[config.mk]
export PLATFORM = sky130hd
export DESIGN_NAME = ysyx_22040386_pipe_hazard_ctrl
export DESIGN_NICKNAME = d
export VERILOG_FILES = /design/src/rtl/ysyx_22040386_pipe_hazard_ctrl.sv
export SDC_FILE = /design/constraint.sdc
export NUM_CORES = 1
export LEC_CHECK = 0
export BUFFER_PORTS_ARGS = -buffer_cell sky130_fd_sc_hd__buf_2
export CAP_MARGIN = 20
export CORE_ASPECT_RATIO = 0.75
export CORE_MARGIN = 8
export CORE_UTILIZATION = 48
export DETAILED_ROUTE_END_ITERATION = 6
export GPL_TIMING_DRIVEN = 0
export PLACE_DENSITY = 0.78
export RECOVER_POWER = 50
export SETUP_SLACK_MARGIN = 0.3
export SYNTH_ARGS = -nofsm -noshare
export SYNTH_HDL_FRONTEND = slang
export SYNTH_SLANG_ARGS = --single-unit
[constraint.sdc]
create_clock -name clk -period 1.7 [get_ports clk]
set_input_delay 0.34 -clock clk [delete_from_list [all_inputs] [get_ports clk]]
set_output_delay 0.34 -clock clk [all_outputs]
set_load 0.005 [all_outputs]
[src/rtl/ysyx_22040386_pipe_hazard_ctrl.sv]
`default_nettype none
// ---------------------------------------------------------------------------
// ysyx_22040386_pipe_hazard_ctrl : 5-stage pipeline stall/flush sequencer with
// memory-wait watchdog. Optional perf counters: YSYX_HAZARD_PERF_EN. Rev 1.0
// ---------------------------------------------------------------------------
module ysyx_22040386_pipe_hazard_ctrl #(
  parameter int FLUSH_CYCLES = 1,
  parameter int MEM_TIMEOUT  = 255
) (
  input  logic        clk,
  input  logic        rst_n,
  input  logic        i_idex_memread,
  input  logic [4:0]  i_idex_rd,
  input  logic [4:0]  i_id_rs1,
  input  logic [4:0]  i_id_rs2,
  input  logic        i_id_rs1_used,
  input  logic        i_id_rs2_used,
  input  logic        i_ex_redirect,
  input  logic        i_mdu_busy,
  input  logic        i_exmem_mem_req,
  input  logic        i_dmem_ready,
  output logic        o_pc_hold,
  output logic        o_ifid_hold,
  output logic        o_ifid_flush,
  output logic        o_idex_hold,
  output logic        o_idex_bubble,
  output logic        o_exmem_hold,
  output logic        o_memwb_bubble,
  output logic        o_mem_timeout
`ifdef YSYX_HAZARD_PERF_EN
  ,
  output logic [31:0] o_perf_lu_cnt,
  output logic [31:0] o_perf_stall_cnt,
  output logic [31:0] o_perf_flush_cnt
`endif
);

  localparam logic [2:0] C_FLUSH_LOAD = 3'(FLUSH_CYCLES - 1);
  localparam logic [7:0] C_WD_LAST    = 8'(MEM_TIMEOUT - 1);

  typedef enum logic [1:0] {
    RUN      = 2'd0,
    MEM_WAIT = 2'd1,
    MDU_WAIT = 2'd2,
    FLUSH    = 2'd3
  } state_t;

  state_t     state_q, state_d;
  logic [2:0] flush_cnt_q, flush_cnt_d;
  logic [7:0] wd_cnt_q, wd_cnt_d;
  logic       timeout_q, timeout_d;

  logic w_lu;
  logic w_memw;
  logic w_in_flush;

  assign w_lu = i_idex_memread && (i_idex_rd != 5'd0) &&
                ((i_id_rs1_used && (i_idex_rd == i_id_rs1)) ||
                 (i_id_rs2_used && (i_idex_rd == i_id_rs2)));
  assign w_memw     = i_exmem_mem_req && !i_dmem_ready;
  assign w_in_flush = (state_q == FLUSH);

  always_comb begin
    state_d        = RUN;
    flush_cnt_d    = flush_cnt_q;
    o_pc_hold      = 1'b0;
    o_ifid_hold    = 1'b0;
    o_ifid_flush   = 1'b0;
    o_idex_hold    = 1'b0;
    o_idex_bubble  = 1'b0;
    o_exmem_hold   = 1'b0;
    o_memwb_bubble = 1'b0;

    if (w_memw) begin
      o_pc_hold      = 1'b1;
      o_ifid_hold    = 1'b1;
      o_idex_hold    = 1'b1;
      o_exmem_hold   = 1'b1;
      o_memwb_bubble = 1'b1;
      // A stall inside a flush window freezes the window rather than dropping it.
      if (w_in_flush) begin
        o_ifid_flush = 1'b1;
        state_d      = FLUSH;
      end else begin
        state_d      = MEM_WAIT;
      end
    end else if (i_mdu_busy) begin
      o_pc_hold   = 1'b1;
      o_ifid_hold = 1'b1;
      o_idex_hold = 1'b1;
      if (w_in_flush) begin
        o_ifid_flush = 1'b1;
        state_d      = FLUSH;
      end else begin
        state_d      = MDU_WAIT;
      end
    end else if (i_ex_redirect) begin
      o_ifid_flush  = 1'b1;
      o_idex_bubble = 1'b1;
      flush_cnt_d   = C_FLUSH_LOAD;
      state_d       = (C_FLUSH_LOAD != 3'd0) ? FLUSH : RUN;
    end else if (w_in_flush) begin
      o_ifid_flush = 1'b1;
      flush_cnt_d  = flush_cnt_q - 3'd1;
      state_d      = (flush_cnt_q <= 3'd1) ? RUN : FLUSH;
    end else if (w_lu) begin
      o_pc_hold     = 1'b1;
      o_ifid_hold   = 1'b1;
      o_idex_bubble = 1'b1;
    end

    if (o_ifid_flush) o_ifid_hold   = 1'b0;
    if (o_idex_hold)  o_idex_bubble = 1'b0;
  end

  // Watchdog saturates so a very long wait cannot wrap back under the limit.
  always_comb begin
    wd_cnt_d  = 8'd0;
    timeout_d = timeout_q;
    if (w_memw) begin
      wd_cnt_d = (wd_cnt_q == 8'hFF) ? wd_cnt_q : wd_cnt_q + 8'd1;
      if (wd_cnt_q >= C_WD_LAST) timeout_d = 1'b1;
    end
  end

  always_ff @(posedge clk) begin
    if (!rst_n) begin
      state_q     <= RUN;
      flush_cnt_q <= 3'd0;
      wd_cnt_q    <= 8'd0;
      timeout_q   <= 1'b0;
    end else begin
      state_q     <= state_d;
      flush_cnt_q <= flush_cnt_d;
      wd_cnt_q    <= wd_cnt_d;
      timeout_q   <= timeout_d;
    end
  end

  assign o_mem_timeout = timeout_q;

`ifdef YSYX_HAZARD_PERF_EN
  logic [31:0] perf_lu_q, perf_lu_d;
  logic [31:0] perf_stall_q, perf_stall_d;
  logic [31:0] perf_flush_q, perf_flush_d;

  // A load-use bubble is the only case with PC held and ID/EX bubbled.
  always_comb begin
    perf_lu_d    = perf_lu_q + {31'd0, (o_pc_hold && o_idex_bubble)};
    perf_stall_d = perf_stall_q + {31'd0, (w_memw || i_mdu_busy)};
    perf_flush_d = perf_flush_q + {31'd0, o_ifid_flush};
  end

  always_ff @(posedge clk) begin
    if (!rst_n) begin
      perf_lu_q    <= 32'd0;
      perf_stall_q <= 32'd0;
      perf_flush_q <= 32'd0;
    end else begin
      perf_lu_q    <= perf_lu_d;
      perf_stall_q <= perf_stall_d;
      perf_flush_q <= perf_flush_d;
    end
  end

  assign o_perf_lu_cnt    = perf_lu_q;
  assign o_perf_stall_cnt = perf_stall_q;
  assign o_perf_flush_cnt = perf_flush_q;
`endif

endmodule
`default_nettype wire
==> impl_metrics.py <==
metrics = {
    "clocking": {
        "cts_max_path_buffers": 2,
        "htreeDepth": 1,
        "root_buffer": "clkbuf_4",
        "clkLatencyLatePin_ns": 0.29,
        "cts_buffers": 3,
        "cts_sinks": 14,
        "cts_tree": "built",
        "cts_hold_buf": 0,
        "path_clk_slew_ns": 0.09,
    },
    "floorplanning": {
        "die_h_microns": 52.9,
        "start_util_pct": 50.6,
        "die_w_microns": 65.2,
        "dieArea_sq_um": 3450,
        "rows": 13,
        "io_pins": 32,
        "core_region_area_sq_um": 1720,
    },
    "logic_synthesis": {
        "synth.area.top_cells": "dfxtp_1 32%, xor2_1 10%, ha_1 5.7%",
        "netlist-cell-type-count": 36,
        "synth_flop_cell": "dfxtp_1",
        "synth_common_cells": "14 x dfxtp_1, 10 x xor2_1, 9 x nand2_1, 9 x nor2_1, 7 x inv_1",
        "syn-num-nets": 134,
        "syn_area_sq_um": 872,
        "async_reset_ff_share_pct": 0,
        "yosysSeqAreaShare_pct": 32.1,
        "yosysMostFrequentCell": "dfxtp_1",
        "synth_edf_count": 0,
        "ys_ff_latch": 14,
        "netlist_instances": 106,
        "synth_area_per_cell_sq_um": 8.23,
        "synth_top_area_cell": "dfxtp_1",
        "synth_top_area_share_pct": 32.1,
        "yosysWarnings": 0,
    },
    "placement": {
        "portBuffers": 31,
        "gp_congestion": 0.786,
        "dp_cells": 159,
        "place.detailed.hpwl_mm": 1.76,
    },
    "job": {
        "max-cap-violations": 0,
    },
    "global_route": {
        "overflow": 0,
        "track_usage_pct": 14.4,
        "first_global_vias": 846,
        "antenna_found_initial": 0,
        "grt_max_degree": 9,
        "grt_pass1_wl_mm": 3.86,
    },
    "run_status": {
        "status": "complete, no violations",
    },
    "critical_path": {
        "arrival_ns": 1.34,
        "startpoint_type": "primary input",
        "end_kind": "primary output",
        "crit_chain": "buf_6, xor2_2, nor4_2, a32oi_2, o21ai_1, buf_2",
        "worst_path_max_delay_cell": "nor4_2",
        "worst-path-max-fanout": 3,
        "crit_type": "in -> out",
        "ff2ff_path_depth": 6,
        "required_ns": 1.36,
        "cpPeakStageDelay_ns": 0.35,
    },
    "timing": {
        "finClkSkew_ns": 0.00277,
        "fmax_ghz": 0.595,
        "slew_headroom_pct": 77.6,
        "drv_slew": 0,
        "fin_crit_sh_pct": 98.8,
        "tightest_slew_ns": 0.333,
        "hold-worst-slack_ns": 0.333,
        "period_minus_slack_ns": 1.68,
        "setup_viol": 0,
        "final-hold-violation-count": 0,
        "rsz0062_at_grt": "yes",
        "setup-tns-final_ns": 0,
    },
    "pwr": {
        "p_leak_nw": 0.492,
        "ir_drop_uv": 432,
        "power_mw": 0.706,
        "p_per_area_nw_per_um2": 588,
    },
    "routing": {
        "via_per_inst": 5.35,
        "drtIter0Drc": 50,
        "via_count": 893,
        "drc": 0,
        "routed_wirelength_mm": 2.58,
        "ant_nets": 0,
        "firstDrtPassIters": 4,
        "wire_per_inst_microns": 15.4,
    },
    "finish": {
        "nets": 174,
        "drive_above_1_share_pct": 33.8,
        "diodes": 0,
        "area_growth_pct": 37.7,
        "stdcell_count": 167,
    },
    "hold_path": {
        "min_path_type": "in -> reg",
        "holdPathStages": 2,
    },
}
worst paths after layout:
check / from / to / slack (ns)
hold reg to reg: o_mem_timeout / o_mem_timeout / 0.48
setup reg to reg: wd_cnt_q[0] / wd_cnt_q[0] / 0.13
setup / recovery: i_id_rs2[0] / o_pc_hold / 0.02
hold / removal: rst_n / o_mem_timeout / 0.33
state kept, by name, summed over array words and instances (netlist names):
| register | cells |
|---|---|
| wd_cnt_q | 8 |
| state_q | 2 |
| flush_cnt_q | 3 |
| o_mem_timeout | 1 |
power breakdown:
group	switching [mW]	total [mW]	internal, mW
sequential	0.00303	0.333	0.330
clock	0.112	0.243	0.131
combinational	0.0633	0.131	0.0674
total	0.178	0.706	0.528
layout by cell type (no fill, tap or decap), drive strengths merged, types with 5 or more instances in the layout:
cell type	instances
nor2	9
dfxtp	14
inv	7
nand2	9
o21ai	8
a21boi	5
clkbuf	7
xor2	10
buf	35
a21oi	6
kinds of logic (layout without fill, tap and decap cells):
group                      after synthesis  in the layout  synth area share, %
xor gates and xnor gates                14             14                 14.1
buffers and inverters                   10             49                 5.60
AOI/OAI and AO/OA                       26             26                 18.9
DFF                                     14             14                 32.1
muxes                                    1              1                 1.15
adders and majority gates                4              4                 5.74
and+or+nand+nor                         37             37                 22.4
critical path, delay by kind of cell:
kind | cells | cell delay, ns
AND/OR/NAND/NOR | 1 | 0.35
AO/OA/AOI/OAI | 2 | 0.27
buffers and inverters | 2 | 0.22
XOR/XNOR | 1 | 0.16
metal layers:
layer  vias to the layer above  part of all wire [%]  track usage (%)
li1                        445                     -                -
met3                         4                   5.1             5.68
met5                         -                     0                0
met1                       422                    40             15.5
met2                        22                    53             25.6
met4                         0                   1.2             4.33
what timing repair did:
item / CTS / global route
gates resized for setup: 17 / 9
setup buffers: 1 / 3
pin swaps: 7 / 9
endpoints found under the setup margin: 8 / 6
metrics by stage:
step | setup slack (ns) | util (%) | cell area, sq um
CTS | -0.0371 | 67.6 | 1160
global route | -0.0438 | 69.7 | 1200
global placement | -0.0432 | 61.2 | 1050
floorplan | 0.300 | - | 872
finish | 0.0199 | 69.7 | 1200
detailed placement | -0.0909 | 61.2 | 1050
cell type report:
type / instances / area, sq um
flip-flops and latches: 14 / 284
well taps: 22 / 27.5
multi-input cells: 82 / 581
inverters: 7 / 26.3
fillers: 134 / 523
clock buffers: 4 / 36.3
plain buffers: 3 / 22.5
repair buffers: 35 / 224
No activity file was read; power rests on OpenSTA's default activity.
